===== src/rtl/pipeline_pkg.sv =====
// pipeline_pkg: shared types and constants for the five-stage RV32I pipeline control.
//   hazard_state_t : hazard controller FSM states (INIT, RUN, MEM_WAIT, ERR)
//   REG_ADDR_WIDTH : register-file address width
//   ZERO_REG       : index of the hard-wired zero register x0
package pipeline_pkg;

    localparam int REG_ADDR_WIDTH = 5;
    localparam int ZERO_REG = 0;

    typedef enum logic [1:0] {
        INIT,
        RUN,
        MEM_WAIT,
        ERR
    } hazard_state_t;

endpackage


===== src/rtl/sat_counter.sv =====
// sat_counter: saturating up-counter that sticks at all-ones instead of wrapping.
//   clk   : clock, count updates on the rising edge
//   rst_n : asynchronous active-low reset, clears count
//   inc   : add one to count this cycle (ignored once saturated)
//   count : registered count value
module sat_counter #(
    parameter int WIDTH = 32
) (
    input  logic             clk,
    input  logic             rst_n,
    input  logic             inc,
    output logic [WIDTH-1:0] count
);

    always_ff @(posedge clk or negedge rst_n) begin
        if (!rst_n)
            count <= '0;
        else if (inc && !(&count))
            count <= count + WIDTH'(1);
    end

endmodule


===== src/rtl/hazard_ctrl.sv =====
// hazard_ctrl: stall/flush controller for load-use, taken-branch and data-memory wait hazards,
// with a memory-wait watchdog and a one-cycle pipeline flush after reset.
//   clk, rst_n                 : clock, asynchronous active-low reset
//   Rs1D, Rs2D                 : source registers of the instruction in D
//   RdE, RegWriteE, LoadE      : destination / write-enable / load flag of the instruction in E
//   PCSrcE                     : branch or jump taken in E
//   DMemReqM, DMemReadyM       : data-memory request in M and its completion
//   StallF/D/E/M               : hold the corresponding pipeline register
//   FlushD/E/W                 : insert a bubble into D, E or W
//   MemTimeout                 : sticky watchdog error
//   StallCount, FlushCount     : saturating performance counters
// Build option: HAZARD_CTRL_PERF_EN implements the performance counters; otherwise they read 0.
module hazard_ctrl #(
    parameter int REG_ADDR_WIDTH = pipeline_pkg::REG_ADDR_WIDTH,
    parameter int WAIT_LIMIT     = 255,
    parameter int CNT_WIDTH      = 32
) (
    input  logic                      clk,
    input  logic                      rst_n,
    input  logic [REG_ADDR_WIDTH-1:0] Rs1D,
    input  logic [REG_ADDR_WIDTH-1:0] Rs2D,
    input  logic [REG_ADDR_WIDTH-1:0] RdE,
    input  logic                      RegWriteE,
    input  logic                      LoadE,
    input  logic                      PCSrcE,
    input  logic                      DMemReqM,
    input  logic                      DMemReadyM,
    output logic                      StallF,
    output logic                      StallD,
    output logic                      StallE,
    output logic                      StallM,
    output logic                      FlushD,
    output logic                      FlushE,
    output logic                      FlushW,
    output logic                      MemTimeout,
    output logic [CNT_WIDTH-1:0]      StallCount,
    output logic [CNT_WIDTH-1:0]      FlushCount
);

    import pipeline_pkg::*;

    localparam logic [7:0] LIMIT = 8'(WAIT_LIMIT);

    hazard_state_t state, state_next;
    logic [7:0]    wait_cnt, wait_next;
    logic          memwait, lwstall;
    logic          in_init, mem_hold, hazard_eval;

    assign memwait = DMemReqM & ~DMemReadyM;
    assign lwstall = LoadE & RegWriteE & (RdE != REG_ADDR_WIDTH'(ZERO_REG))
                   & ((RdE == Rs1D) | (RdE == Rs2D));

    always_ff @(posedge clk or negedge rst_n) begin
        if (!rst_n) begin
            state      <= INIT;
            wait_cnt   <= '0;
            MemTimeout <= 1'b0;
        end else begin
            state      <= state_next;
            wait_cnt   <= wait_next;
            MemTimeout <= MemTimeout | (state_next == ERR);
        end
    end

    always_comb begin
        state_next  = state;
        wait_next   = wait_cnt;
        in_init     = (state == INIT);
        // mem_hold freezes F..M and bubbles W; hazard_eval applies the load-use/branch rules.
        mem_hold    = (state == ERR)
                    | ((state == RUN) & memwait)
                    | ((state == MEM_WAIT) & ~DMemReadyM);
        hazard_eval = ((state == RUN) & ~memwait)
                    | ((state == MEM_WAIT) & DMemReadyM);
        StallF = in_init | mem_hold | (hazard_eval & lwstall);
        StallD = mem_hold | (hazard_eval & lwstall);
        StallE = mem_hold;
        StallM = mem_hold;
        FlushD = in_init | (hazard_eval & ~lwstall & PCSrcE);
        FlushE = in_init | (hazard_eval & (lwstall | PCSrcE));
        FlushW = in_init | mem_hold;
        case (state)
            INIT: state_next = RUN;
            RUN: begin
                if (memwait) begin
                    // The request cycle itself is the first stalled cycle of the wait.
                    wait_next  = 8'd1;
                    state_next = (LIMIT == 8'd1) ? ERR : MEM_WAIT;
                end
            end
            MEM_WAIT: begin
                if (!DMemReadyM) begin
                    wait_next  = wait_cnt + 8'd1;
                    state_next = (wait_next == LIMIT) ? ERR : MEM_WAIT;
                end else begin
                    wait_next  = '0;
                    state_next = RUN;
                end
            end
            default: state_next = ERR;
        endcase
    end

`ifdef HAZARD_CTRL_PERF_EN
    logic stall_inc, flush_inc;

    assign stall_inc = StallF & ~in_init;
    assign flush_inc = (FlushD | FlushE) & ~in_init;

    sat_counter #(.WIDTH(CNT_WIDTH)) u_stall_cnt (
        .clk   (clk),
        .rst_n (rst_n),
        .inc   (stall_inc),
        .count (StallCount)
    );

    sat_counter #(.WIDTH(CNT_WIDTH)) u_flush_cnt (
        .clk   (clk),
        .rst_n (rst_n),
        .inc   (flush_inc),
        .count (FlushCount)
    );
`else
    assign StallCount = '0;
    assign FlushCount = '0;
`endif

endmodule

===== config.mk =====
export PLATFORM = sky130hd
export DESIGN_NAME = hazard_ctrl
export DESIGN_NICKNAME = d
export VERILOG_FILES = /design/src/rtl/pipeline_pkg.sv /design/src/rtl/sat_counter.sv /design/src/rtl/hazard_ctrl.sv
export SDC_FILE = /design/constraint.sdc
export NUM_CORES = 1
export LEC_CHECK = 0
export CORE_UTILIZATION = 25
export CTS_BUF_LIST = sky130_fd_sc_hd__clkbuf_8
export DETAILED_ROUTE_END_ITERATION = 16
export GPL_ROUTABILITY_DRIVEN = 0
export PLACE_DENSITY = 0.69
export SLEW_MARGIN = 20
export SYNTH_ARGS = -nofsm -noshare
export SYNTH_HDL_FRONTEND = slang
export SYNTH_SLANG_ARGS = --single-unit

===== constraint.sdc =====
create_clock -name clk -period 3.5 [get_ports clk]
set_input_delay 0.875 -clock clk [delete_from_list [all_inputs] [get_ports clk]]
set_output_delay 0.875 -clock clk [all_outputs]
set_load 0.05 [all_outputs]

## Word level (Yosys, flattened, before mapping)

Cells that the tools add are included.

| storage, ports and cells | value |
|---|---|
| output and inout bits | 72 |
| bits in registers | 11 |

| cells by class | value |
|---|---|
| mux-type cells | 7 |
| eq/ne operators | 8 |
| reduce and logical (&&, ||, !) cells | 4 |
| $add $sub $neg | 1 |
| bitwise gates (word level) | 26 |

Operator list:

| kind | number |
|---|---|
| $mux 8 | 2 |
| $pmux 8 s2 | 1 |
| $and 1x1->1 | 12 |
| $or 1x1->1 | 11 |
| $eq 5x5->1 | 2 |
| $add 8x1->8 const B | 1 |
| $eq 8x8->1 const B | 1 |
| $eq 2x2->1 const B | 3 |
| $pmux 2 s3 | 1 |
| $reduce_bool 5->1 | 1 |
| $mux 2 | 2 |
| $not 1->1 | 3 |
| $eq 2x1->1 const B | 1 |
| $logic_not 2->1 | 1 |
| $ne 2x2->1 const B | 1 |
| $reduce_and 2->1 | 1 |
| $reduce_bool 2->1 | 1 |
| $mux 1 | 1 |

## Logic depth before layout (Yosys ltp)

| logic depth | value |
|---|---|
| word-level depth | 8 |
| depth in mapped cells | 6 |

## Worst setup path before layout

Ideal clock, no wire load.

| path | value |
|---|---|
| path kind | in2out |
| start point | in DMemReadyM |
| end point | out StallM |
| path buffers | 2 |
| stages | 3 |
| data arrival time | 2.549 ns |
| setup slack | 0.076 ns |
| required time | 2.625 ns |
| cells stage by stage | buf_4 -> o21ai_0 -> buf_4 |

| on the way | value |
|---|---|
| word-level cells in the longest chain between the ends | 5 |

RTL lines:

| element | RTL line | source |
|---|---|---|
| start: declaration | hazard_ctrl.sv:27 | `input logic DMemReadyM,` |
| $not 1->1 (*) | hazard_ctrl.sv:49, hazard_ctrl.sv:72 |  |
| $and 1x1->1 | hazard_ctrl.sv:49 | `assign memwait = DMemReqM & ~DMemReadyM;` |
| $and 1x1->1 | hazard_ctrl.sv:71 | `\| ((state == RUN) & memwait)` |
| $or 1x1->1 | hazard_ctrl.sv:71 |  |
| $or 1x1->1 (*) | hazard_ctrl.sv:72 | `\| ((state == MEM_WAIT) & ~DMemReadyM);` |
| end: declaration | hazard_ctrl.sv:31 | `output logic StallM,` |

Mark *: on every way between the ends. The rest lies on a longest branch, timed or not.

## Worst setup path in the final report

| path | value |
|---|---|
| start point | in RdE[0] |
| end point | out StallD |

| on the way | value |
|---|---|
| word-level cells in the longest chain between the ends | 5 |

RTL lines:

| element | RTL line | source |
|---|---|---|
| start: declaration | hazard_ctrl.sv:22 | `input logic [REG_ADDR_WIDTH-1:0] RdE,` |
| $eq 5x5->1 / $reduce_bool 5->1 (equally long branches) | hazard_ctrl.sv:51, hazard_ctrl.sv:50 |  |
| $or 1x1->1 / $and 1x1->1 (equally long branches) | hazard_ctrl.sv:51, hazard_ctrl.sv:50 |  |
| $and 1x1->1 (*) | hazard_ctrl.sv:51 | `& ((RdE == Rs1D) \| (RdE == Rs2D));` |
| $and 1x1->1 (*) | hazard_ctrl.sv:76 | `StallD = mem_hold \| (hazard_eval & lwstall);` |
| $or 1x1->1 (*) | hazard_ctrl.sv:76 |  |
| end: declaration | hazard_ctrl.sv:29 | `output logic StallD,` |

Marked as above.

==> flow_summary.rst <==
.. list-table::
   :header-rows: 1

   * - Metric
     - Value
   * - Number of pins exceeding their max-slew limit in the final report
     - 0
   * - Post-CTS setup buffer count
     - 0
   * - Share of layout cells above drive strength 1
     - 8.21%
   * - Detailed placement HPWL
     - 2030 um
   * - Classification of the worst-slack hold path
     - reg -> reg
   * - Top_reg_cell synth
     - dfrtp_1
   * - Post-placement worst setup slack
     - 0.0831 ns
   * - Synth top area share
     - 36.1%
   * - Commonest non-fill, non-tap cells in the layout
     - 64 x conb_1, 22 x clkdlybuf4s50_1
   * - Fin worst setup slack
     - 0.0920 ns
   * - Layout-stage area growth over the synthesis result
     - 15.6%
   * - Count of pins on the block boundary
     - 94
   * - Fraction of the cycle the final worst path needs
     - 97.4%
   * - Flop and latch count out of synthesis
     - 11
   * - Crit path max-delay cell type
     - clkdlybuf4s50_1
   * - Unrepaired setup endpoints after global routing
     - false
   * - Worst-case hold slack
     - 0.459 ns
   * - Yosys warning total
     - 0
   * - Global-route wire length before repair
     - 3810 um
   * - Commonest non-fill, non-tap cell in the layout
     - conb_1
   * - Post-detailed-route via-to-cell ratio
     - 3.82
   * - Post-route clock skew
     - 0.000703 ns
   * - Average detailed-routed wire length per instance
     - 8.82 um
   * - Outcome
     - finished clean
   * - Most used routing layer in global routing
     - met2
   * - Post-detailed-route DRC marker count
     - 0
   * - Setup-violating endpoint count in the final report
     - 0
   * - Total of buffers placed on input and output ports
     - 29
   * - Critical path arrival
     - 2.53 ns
   * - TritonCTS clock tree
     - yes
   * - Die boundary height
     - 77.8 um
   * - Maximum number of pins on one net before global-route repair
     - 12
   * - Sum of buffers and inverters on the critical path
     - 2
   * - Final Hold Violating Endpoints
     - 0
   * - Crit path cell chain
     - clkdlybuf4s50_1, xnor2_1, nand3_1, o22ai_1, o2111ai_2, o21bai_1, buf_12
   * - Wire length after detailed routing
     - 2460 um
   * - Cell count after synthesis
     - 179
   * - Total Routing Usage GR
     - 7.94%
   * - Die width
     - 77.8 um
   * - CTS hold repair buffers
     - 0
   * - Post-route cell area
     - 1660 um2
   * - Die area
     - 6050 um2
   * - Worst-case clock buffer depth
     - 2
   * - Top post-synthesis cells by area
     - buf_4 36%, dfrtp_1 19%, xnor2_1 6.7%
   * - CTS H-Tree Depth
     - 1
   * - Vias in the first global route
     - 846
   * - Peak fanout along the critical path
     - 4
   * - Clock latency reported for the late side of the worst-skew pair
     - 0.24 ns
   * - First drt pass iteration count
     - 4
   * - Sequential-to-total area share from yosys stat
     - 19.2%
   * - Diode count
     - 0
   * - CTS clock-pin slew for the worst setup and hold paths
     - 0.05 ns
   * - Count of cell types in the netlist
     - 39
   * - # nets final
     - 232
   * - Initial antenna violation count
     - 0
   * - Starting Density
     - 26.1%
   * - Max-capacitance violation count
     - 0
   * - Category of cells accounting for the largest share of critical-path delay
     - buffers and inverters
   * - Crit. End Element
     - output pin
   * - Violation count after the first detailed-route iteration
     - 35
   * - Type of origin of the critical path
     - primary input
   * - Total number of vias
     - 1065
   * - PostCTS Resize Cnt
     - 0
   * - Final setup TNS
     - 0 ns
   * - Gr ovfl total
     - 0
   * - Library cell occupying the most area in the post-synthesis netlist
     - buf_4
   * - Highest Clock Rate
     - 293 MHz
   * - Type of the setup path with the least slack
     - in -> out
   * - Core outline area
     - 5510 um2
   * - Async set-or-reset flop fraction in the synthesized netlist
     - 100%
   * - Sinks on the clock net
     - 11
   * - Met2 layer usage reported by global route
     - 13.8%
   * - Leakage Power
     - 0.742 nW
   * - Maximum ir drop on the vdd rail
     - 0.114 mV
   * - FP Rows
     - 27
   * - Cts bufs inserted
     - 3
   * - Met1 track utilization from global routing
     - 9.14%
   * - Fraction of met3 tracks used by global routing
     - 0.941%
   * - Root buf cell
     - clkbuf_8
   * - Per-instance average area after synthesis
     - 8.02 um2
   * - Worst slew margin
     - 65.2%
   * - Power density of the placed cells
     - 312 nW/um2
   * - Data required time at the worst endpoint
     - 2.62 ns
   * - Transition time of the tightest slew-check pin
     - 0.520 ns
   * - Netlist area before placement
     - 1440 um2
   * - Number of synthesized flops with an enable pin
     - 0
   * - Antenna Nets Post-Route
     - 0
   * - Placed Instance Area
     - 1610 um2
   * - Time the final worst path needs with I/O delays and setup
     - 3.41 ns
   * - Crit-path max cell delay
     - 0.55 ns
==> routing by layer <==
metal	share of wire [%]	routed length [um]
met5	0	0
met1	40	994
met3	5.0	122
met4	2.2	55
met2	52	1290
==> power by group <==
part           leakage [nW]  switching, mW  internal, mW
logic                 0.581          0.188        0.0472
clock network        0.0269         0.0470        0.0769
registers             0.134         0.0206         0.137
==> final cells by class <==
| type | count | area [um2] |
|---|---|---|
| inverters | 4 | 15.0 |
| well taps | 72 | 90.1 |
| fillers | 592 | 3850 |
| repair buffers | 31 | 375 |
| clock inverters | 1 | 3.75 |
| flip-flops and latches | 11 | 275 |
| multi-input cells | 157 | 858 |
| clock buffers | 3 | 41.3 |
==> path summary, 6_finish.rpt <==
kind	slack [ns]	from	depth (start not counted)	to
max	0.09	RdE[0]	7	StallD
min	0.46	MemTimeout$_DFF_PN0_	1	MemTimeout$_DFF_PN0_
max reg2reg	1.70	wait_cnt[0]$_DFFE_PN0P_	6	MemTimeout$_DFF_PN0_
min reg2reg	0.46	MemTimeout$_DFF_PN0_	1	MemTimeout$_DFF_PN0_
max in group asynchronous	2.18	rst_n	1	MemTimeout$_DFF_PN0_
min in group asynchronous	0.98	rst_n	1	wait_cnt[3]$_DFFE_PN0P_
==> cell families (layout without fill, tap and decap cells) <==
group                      count (synthesis)  count (layout)  synth area share, %
adders and majority gates                  2               2                 1.74
and+or+nand+nor                           44              44                 16.4
xor gates and xnor gates                  13              13                 7.93
buffers and inverters                     74              39                 37.5
muxes                                      3               3                 2.18
AOI/OAI and AO/OA                         31              31                 14.8
other                                      1              64                0.261
DFF                                       11              11                 19.2
==> stage by stage <==
stage               total power [mW]  cells  utilization [%]
finish                         0.517    279             30.1
CTS                            0.520    279             30.1
global placement               0.393    275             29.3
global route                   0.541    279             30.1
detailed placement             0.395    275             29.3
floorplan                      0.409    242                -
==> synthesized netlist by cell type (all sizes together), types with 2 or more instances <==
| cell type | count |
|---|---|
| a21o | 2 |
| a21oi | 2 |
| a31oi | 4 |
| buf | 70 |
| dfrtp | 11 |
| ha | 2 |
| inv | 4 |
| mux2i | 2 |
| nand2 | 11 |
| nand2b | 4 |
| nand3 | 7 |
| nand3b | 3 |
| nand4 | 2 |
| nor2 | 7 |
| nor2b | 3 |
| nor3b | 2 |
| o21ai | 15 |
| xnor2 | 11 |
| xor2 | 2 |
==> sequential cells by signal (all words and copies together), names as in the netlist <==
signal	cells
wait_cnt	8
MemTimeout	1
state	2
Power figures use the tool's default switching activity.
